$ cat src/rtl/kd_tree_pkg.sv
// Shared constants and state encoding for the internal-node loader.
package kd_tree_pkg;

  localparam int DSIZE       = 11;  // node word width (one signed field)
  localparam int FETCH_WIDTH = 2;   // aggregator group size / pad target (1..7)
  localparam int CNT_WIDTH   = 9;   // word counter width

  typedef enum logic [2:0] {
    IDLE  = 3'd0,
    LOAD  = 3'd1,
    PAD   = 3'd2,
    DRAIN = 3'd3,
    DONE  = 3'd4
  } loader_state_t;

endpackage

$ cat src/rtl/internal_node_loader_if.sv
// Host stream (valid/ready) and SyncFIFO write port bundled for the loader.
// slave = loader side, master = host/FIFO environment side.
interface internal_node_loader_if;
  import kd_tree_pkg::*;

  logic             in_valid;
  logic [DSIZE-1:0] in_data;
  logic             in_ready;
  logic             fifo_full_n;
  logic             fifo_enq;
  logic [DSIZE-1:0] fifo_wdata;

  modport slave (
    input  in_valid, in_data, fifo_full_n,
    output in_ready, fifo_enq, fifo_wdata
  );

  modport master (
    output in_valid, in_data, fifo_full_n,
    input  in_ready, fifo_enq, fifo_wdata
  );

endinterface

$ cat src/rtl/skid_buffer2.sv
// Two-entry in-order buffer. Entry 0 is the head; empty entries are held at
// zero so the head register reads 0 whenever the buffer is empty.
module skid_buffer2
  import kd_tree_pkg::*;
(
  input  logic             wclk,
  input  logic             wrst_n,
  input  logic             push_i,
  input  logic             pop_i,
  input  logic [DSIZE-1:0] din_i,
  output logic [DSIZE-1:0] head_o,
  output logic [1:0]       occ_o
);

  logic [DSIZE-1:0] e0_q, e0_d, e1_q, e1_d;
  logic [1:0]       occ_q, occ_d;
  logic             do_pop_s, do_push_s;

  assign do_pop_s  = pop_i && (occ_q != 2'd0);
  assign do_push_s = push_i && ((occ_q != 2'd2) || do_pop_s);

  // Next-state for the two entries and the occupancy count.
  always_comb begin
    e0_d  = e0_q;
    e1_d  = e1_q;
    occ_d = occ_q;
    case ({do_push_s, do_pop_s})
      2'b10: begin
        if (occ_q == 2'd0) begin
          e0_d = din_i;
        end else begin
          e1_d = din_i;
        end
        occ_d = occ_q + 2'd1;
      end
      2'b01: begin
        e0_d  = e1_q;
        e1_d  = '0;
        occ_d = occ_q - 2'd1;
      end
      2'b11: begin
        if (occ_q == 2'd1) begin
          e0_d = din_i;
        end else begin
          e0_d = e1_q;
          e1_d = din_i;
        end
      end
      default: begin
        occ_d = occ_q;
      end
    endcase
  end

  // Entry and occupancy registers with synchronous active-low reset.
  always_ff @(posedge wclk) begin
    if (!wrst_n) begin
      e0_q  <= '0;
      e1_q  <= '0;
      occ_q <= 2'd0;
    end else begin
      e0_q  <= e0_d;
      e1_q  <= e1_d;
      occ_q <= occ_d;
    end
  end

  assign head_o = e0_q;
  assign occ_o  = occ_q;

endmodule

$ cat src/rtl/internal_node_loader.sv
// Write-side producer for the internal-node SyncFIFO: accepts num_words host
// words, zero-pads to a FETCH_WIDTH multiple, and enqueues through a 2-entry
// skid buffer so host acceptance never depends combinationally on FIFO space.
module internal_node_loader
  import kd_tree_pkg::*;
(
  input  logic                  wclk,
  input  logic                  wrst_n,
  input  logic                  start,
  input  logic [CNT_WIDTH-1:0]  num_words,
  internal_node_loader_if.slave bus,
  output logic                  busy,
  output logic                  done,
  output logic [CNT_WIDTH-1:0]  word_count
);

  loader_state_t        state_q, state_d;
  logic [CNT_WIDTH-1:0] num_q, acc_q, wc_q;
  logic [2:0]           mod_q;   // (accepted + pads) mod FETCH_WIDTH
  logic [1:0]           occ_s;
  logic [DSIZE-1:0]     head_s, push_data_s;
  logic                 in_ready_s, xfer_s, pad_push_s, push_s, pop_s;

  // Acceptance uses only registered state so FIFO backpressure is decoupled.
  assign in_ready_s  = (state_q == LOAD) && (occ_s != 2'd2) && (acc_q < num_q);
  assign xfer_s      = bus.in_valid && in_ready_s;
  assign pad_push_s  = (state_q == PAD) && (mod_q != 3'd0) && (occ_s != 2'd2);
  assign push_s      = xfer_s || pad_push_s;
  assign push_data_s = xfer_s ? bus.in_data : {DSIZE{1'b0}};
  assign pop_s       = (occ_s != 2'd0) && bus.fifo_full_n;

  skid_buffer2 u_skid (
    .wclk   (wclk),
    .wrst_n (wrst_n),
    .push_i (push_s),
    .pop_i  (pop_s),
    .din_i  (push_data_s),
    .head_o (head_s),
    .occ_o  (occ_s)
  );

  // Load sequencing: accept, pad to group boundary, drain, pulse done.
  always_comb begin
    state_d = state_q;
    case (state_q)
      IDLE: begin
        if (start) state_d = LOAD;
        else       state_d = IDLE;
      end
      LOAD: begin
        if ((acc_q == num_q) || (xfer_s && ((acc_q + CNT_WIDTH'(1)) == num_q))) state_d = PAD;
        else state_d = LOAD;
      end
      PAD: begin
        if (mod_q == 3'd0) state_d = DRAIN;
        else               state_d = PAD;
      end
      DRAIN: begin
        if ((occ_s == 2'd0) || ((occ_s == 2'd1) && pop_s)) state_d = DONE;
        else state_d = DRAIN;
      end
      DONE:    state_d = IDLE;
      default: state_d = IDLE;
    endcase
  end

  // State, load length, accepted/enqueued counters and pad phase tracker.
  always_ff @(posedge wclk) begin
    if (!wrst_n) begin
      state_q <= IDLE;
      num_q   <= '0;
      acc_q   <= '0;
      wc_q    <= '0;
      mod_q   <= 3'd0;
    end else begin
      state_q <= state_d;
      if ((state_q == IDLE) && start) begin
        num_q <= num_words;
        acc_q <= '0;
        wc_q  <= '0;
        mod_q <= 3'd0;
      end else begin
        if (xfer_s) acc_q <= acc_q + CNT_WIDTH'(1);
        if (pop_s)  wc_q  <= wc_q + CNT_WIDTH'(1);
        if (push_s) mod_q <= (mod_q == 3'(FETCH_WIDTH - 1)) ? 3'd0 : mod_q + 3'd1;
      end
    end
  end

  assign bus.in_ready   = in_ready_s;
  assign bus.fifo_enq   = pop_s;
  assign bus.fifo_wdata = head_s;
  assign busy           = (state_q != IDLE);
  assign done           = (state_q == DONE);
  assign word_count     = wc_q;

endmodule
$ cat src/flat_wrapper.sv
// flat-port wrapper written by rule: the top's interface ports become plain ports
module internal_node_loader_flat import kd_tree_pkg::*;
  (wclk, wrst_n, start, num_words, busy, done, word_count, bus_in_valid, bus_in_data, bus_fifo_full_n, bus_in_ready, bus_fifo_enq, bus_fifo_wdata);
  internal_node_loader_if bus_i ();
  input  logic wclk;
  input  logic wrst_n;
  input  logic start;
  input  logic [CNT_WIDTH-1:0] num_words;
  output logic busy;
  output logic done;
  output logic [CNT_WIDTH-1:0] word_count;
  input wire logic [$bits(bus_i.in_valid)-1:0] bus_in_valid;
  input wire logic [$bits(bus_i.in_data)-1:0] bus_in_data;
  input wire logic [$bits(bus_i.fifo_full_n)-1:0] bus_fifo_full_n;
  output wire logic [$bits(bus_i.in_ready)-1:0] bus_in_ready;
  output wire logic [$bits(bus_i.fifo_enq)-1:0] bus_fifo_enq;
  output wire logic [$bits(bus_i.fifo_wdata)-1:0] bus_fifo_wdata;
  assign bus_i.in_valid = bus_in_valid;
  assign bus_i.in_data = bus_in_data;
  assign bus_i.fifo_full_n = bus_fifo_full_n;
  assign bus_in_ready = bus_i.in_ready;
  assign bus_fifo_enq = bus_i.fifo_enq;
  assign bus_fifo_wdata = bus_i.fifo_wdata;
  internal_node_loader u_core (.wclk(wclk), .wrst_n(wrst_n), .start(start), .num_words(num_words), .bus(bus_i), .busy(busy), .done(done), .word_count(word_count));
endmodule
$ cat config.mk
export PLATFORM = sky130hd
export DESIGN_NAME = internal_node_loader_flat
export DESIGN_NICKNAME = d
export VERILOG_FILES = /design/src/rtl/kd_tree_pkg.sv /design/src/rtl/internal_node_loader_if.sv /design/src/rtl/skid_buffer2.sv /design/src/rtl/internal_node_loader.sv /design/src/flat_wrapper.sv
export SDC_FILE = /design/constraint.sdc
export NUM_CORES = 1
export LEC_CHECK = 0
export CAP_MARGIN = 20
export CORE_ASPECT_RATIO = 0.9
export CORE_MARGIN = 4
export CORE_UTILIZATION = 35
export DETAILED_ROUTE_END_ITERATION = 6
export SYNTH_ARGS = -nofsm -noshare
export SYNTH_HDL_FRONTEND = slang
export SYNTH_SLANG_ARGS = --single-unit
$ cat constraint.sdc
create_clock -name wclk -period 2.69 [get_ports wclk]
set_input_delay 0.4035 -clock wclk [delete_from_list [all_inputs] [get_ports wclk]]
set_output_delay 0.4035 -clock wclk [all_outputs]
set_load 0.02 [all_outputs]
==> impl_results.md <==
* Status: completed
* First-pass GRT wire length at roughly 11 mm
* Hold Path Stages at 2
* Share of Yosys cell area claimed by the top area cell type at 39.1%
* Register share of total power at between 30 and 40%
* Gate Count Post-Synth at about 350
* Largest net degree at the start of global routing at 23
* Die Area at about 9900 um^2
* WL final at 7.18 mm
* CTS tree: done
* Critical-path cell list: inv_1 -> ha_1 -> a21oi_1 -> a211oi_2 -> buf_4 -> o31ai_4 -> inv_1 -> ha_2 -> a21oi_2 -> nand2_2 -> nor3b_4 -> buf_4 -> a22oi_1 -> nor2b_1
* Flop2flop setup slack at 0.16 ns
* RSZ-0062 raised after global routing: true
* Setup-failing EPs final at 0
* Cell depth of the worst setup path at 14
* Final instance area at about 4000 um^2
* Final Hold Fails at 0
* Slew @ Worst Pin at roughly 1 ns
* Crit Path Max Fanout at 5
* Worst vdd ir at ~0.49 mV
* Overflow after GRT at 0
* Skew-Pair Late Insertion Delay at roughly 0.34 ns
* CP max stage cell: dfxtp_1
* Max_cap viols at 0
* Max-slew headroom at about a third
* Post-synth EDFFs at 0
* Switch share at approximately 37%
* Die Y at roughly 95 um
* WS Path Type: reg -> reg
* CP bufs+invs at 4
* Initial antenna violation count at 0
* Synthesized area at ~2900 um^2
* Worst slack, placed at -0.101 ns
* Via total after detailed routing at 2,636
* GRT Total Usage at around 15%
* Reg2Reg Depth at 14
* Max Fclk at ~0.40 GHz
* LEAKAGE at 1.53 nW
* Async SR Flop Fraction at 0%
* Clock Tree Root: clkbuf_8
* Post-synth top area cell: dfxtp_1
* WL/cell at between 10 and 15 um
* Layout cells sized above 1 at ~16%
* Area contributors post-synth: dfxtp_1 (39%), ha_1 (7.7%), nand2_1 (5.4%)
* CTS Sinks at between 50 and 60
* Fin crit share at 93.9%
* Ant diodes at 0
* Commonest non-fill, non-tap cell in the layout: dfxtp_1
* Top_reg_cell synth: dfxtp_1
* Clock Skew at about 0.013 ns
* Startpoint types: register
* Switching pwr at 0.00116 W
* Post-synthesis sequential area ratio at a little under 40%
* Clock power share at ~25%
* Reg clk slew, reported paths at approximately 0.07 ns
* Critical path arrival at about 2.8 ns
* Pre-antenna DRT Iters at 4
* Worst setup EP type: register
* Final Util at about half
* Core ar. at between 8000 and 9000 um^2
* Post-route DRC violation count at 0
* Worst path required time at 2.96 ns
* Avg Cell Area, Syn at between 8 and 9 um^2
* Vias in the first global route at 2,426
* Hold WS at between 0.4 and 0.5 ns
* Yosys cell types at 39
* Vias per Instance at around 5
* Die width at ~100 um
* Area delta synth->final at 36.5%
* CP top delay family: compound AO/OA/AOI/OAI gates
* Hold Path Class: reg -> reg
* H-tree depth at 3
* Final worst slack at between 0.15 and 0.2 ns
* Rows at 31
* GP Congestion at about 0.82
* Most frequent cells in the layout: dfxtp_1 (55), clkdlybuf4s50_1 (47), nor2_1 (41), nand2_1 (40), buf_4 (30)
* Mapped Nets at ~390
* Comb pwr share at 41.7%
* Starting Density at a little over a third
* Register bit total from synthesis at 57
* Final HPWL from detailed placement at between 5 and 6 mm
* Inserted Clock Buffers at 9
* Post-DP Area at 3650 um^2
* Port buffer count at 48
* I/O Pins at 49
* Final net count at ~460
* Pwr dens at ~790 nW/um^2
* Synth Warn # at 0
* Internal power at around 0.0020 W
* Clock Tree Buf Depth at 2
* Max incr delay on CP at roughly 0.33 ns
* Tmin final at 2.53 ns
* Initial drt markers at 100
* Post-route ant nets at 0
* Final Max Slew Viols at 0
[registers in the layout, summed over array words and instances (netlist names)]
register	cells
u_core.acc_q	9
u_core.mod_q	3
u_core.num_q	9
u_core.state_q	3
u_core.u_skid.e1_q	11
u_core.u_skid.head_o	11
u_core.u_skid.occ_o	2
u_core.word_count	9
[cell families (layout without fill, tap and decap cells)]
kind of cell,count (synthesis),count (layout),synth area share (%)
muxes,5,5,1.76
and+or+nand+nor,137,137,21.9
buffers and inverters,33,113,4.41
xor gates and xnor gates,27,27,8.10
DFF,57,57,39.1
AOI/OAI and AO/OA,69,69,17.0
adders and majority gates,18,18,7.72
[layout make-up]
type	count	area (um^2)
Multi-Input combinational cell	256	1740
Fill cell	773	4080
Clock buffer	10	128
Inverter	17	63.8
Tap cell	99	124
Clock inverter	6	67.6
Sequential cell	57	1140
Timing Repair Buffer	80	723
[stage by stage]
stage,TNS [ns],total power [W],cells
after global routing,-0.152,0.00336,525
after CTS,-0.00750,0.00309,518
after detailed placement,-0.958,0.00229,502
final,0,0.00316,525
after floorplan,0,0.00181,346
after global placement,-0.0120,0.00228,502
[synthesized netlist by cell type, types with 2 or more instances]
cell type	number
nand3_1	7
and3_1	2
and2_1	4
clkbuf_1	11
a211oi_1	3
dfxtp_1	57
o21ai_0	15
nand2_1	42
nor3b_1	3
nand2b_1	3
xor2_1	15
nand4_1	9
or3_1	3
mux2i_1	4
nor2b_1	13
a21boi_0	10
nor2_1	42
o31a_1	2
a22oi_1	11
nor3_1	5
ha_1	18
inv_1	17
a221oi_1	11
buf_2	4
xnor2_1	12
a21oi_1	10
[power by group through the flow]
stage | combinational, W | clock [W] | sequential (W)
3_5_place_dp | 0.00122 | 0 | 0.00107
5_1_grt | 0.00144 | 0.000853 | 0.00107
3_3_place_gp | 0.00121 | 0 | 0.00107
2_1_floorplan | 0.000662 | 0 | 0.00115
6_report | 0.00132 | 0.000788 | 0.00105
4_1_cts | 0.00123 | 0.000815 | 0.00105
[routing by layer]
layer,routed length (um),global-route usage (%),vias to the layer above
met3,406,5.06,4
met5,0,0,-
met1,3680,20.0,1218
met4,46,3.99,0
li1,-,-,1350
met2,3050,21.7,64
[tightest hold or removal path, cell delays in order (launching register included)]
cell and delay [ns]:
dfxtp_2 0.32, nand2_1 0.05, a21boi_0 0.07
[path summary, 6_finish.rpt]
check                               start                            endpoint
max reg2reg  u_core.num_q[2]$_SDFFE_PN0P_  u_core.u_skid.e1_q[4]$_SDFFE_PN0P_
max          u_core.num_q[2]$_SDFFE_PN0P_  u_core.u_skid.e1_q[4]$_SDFFE_PN0P_
min          u_core.num_q[5]$_SDFFE_PN0P_        u_core.num_q[5]$_SDFFE_PN0P_
min reg2reg  u_core.num_q[5]$_SDFFE_PN0P_        u_core.num_q[5]$_SDFFE_PN0P_
[what timing repair did]
action	in CTS	in global routing
pin swaps	0	10
hold buffers	0	0
gates cloned	0	2
buffers inserted	0	5
gates resized for setup	5	28
setup endpoints to repair	13	24
Note: power is estimated with default switching activity, not from simulation.
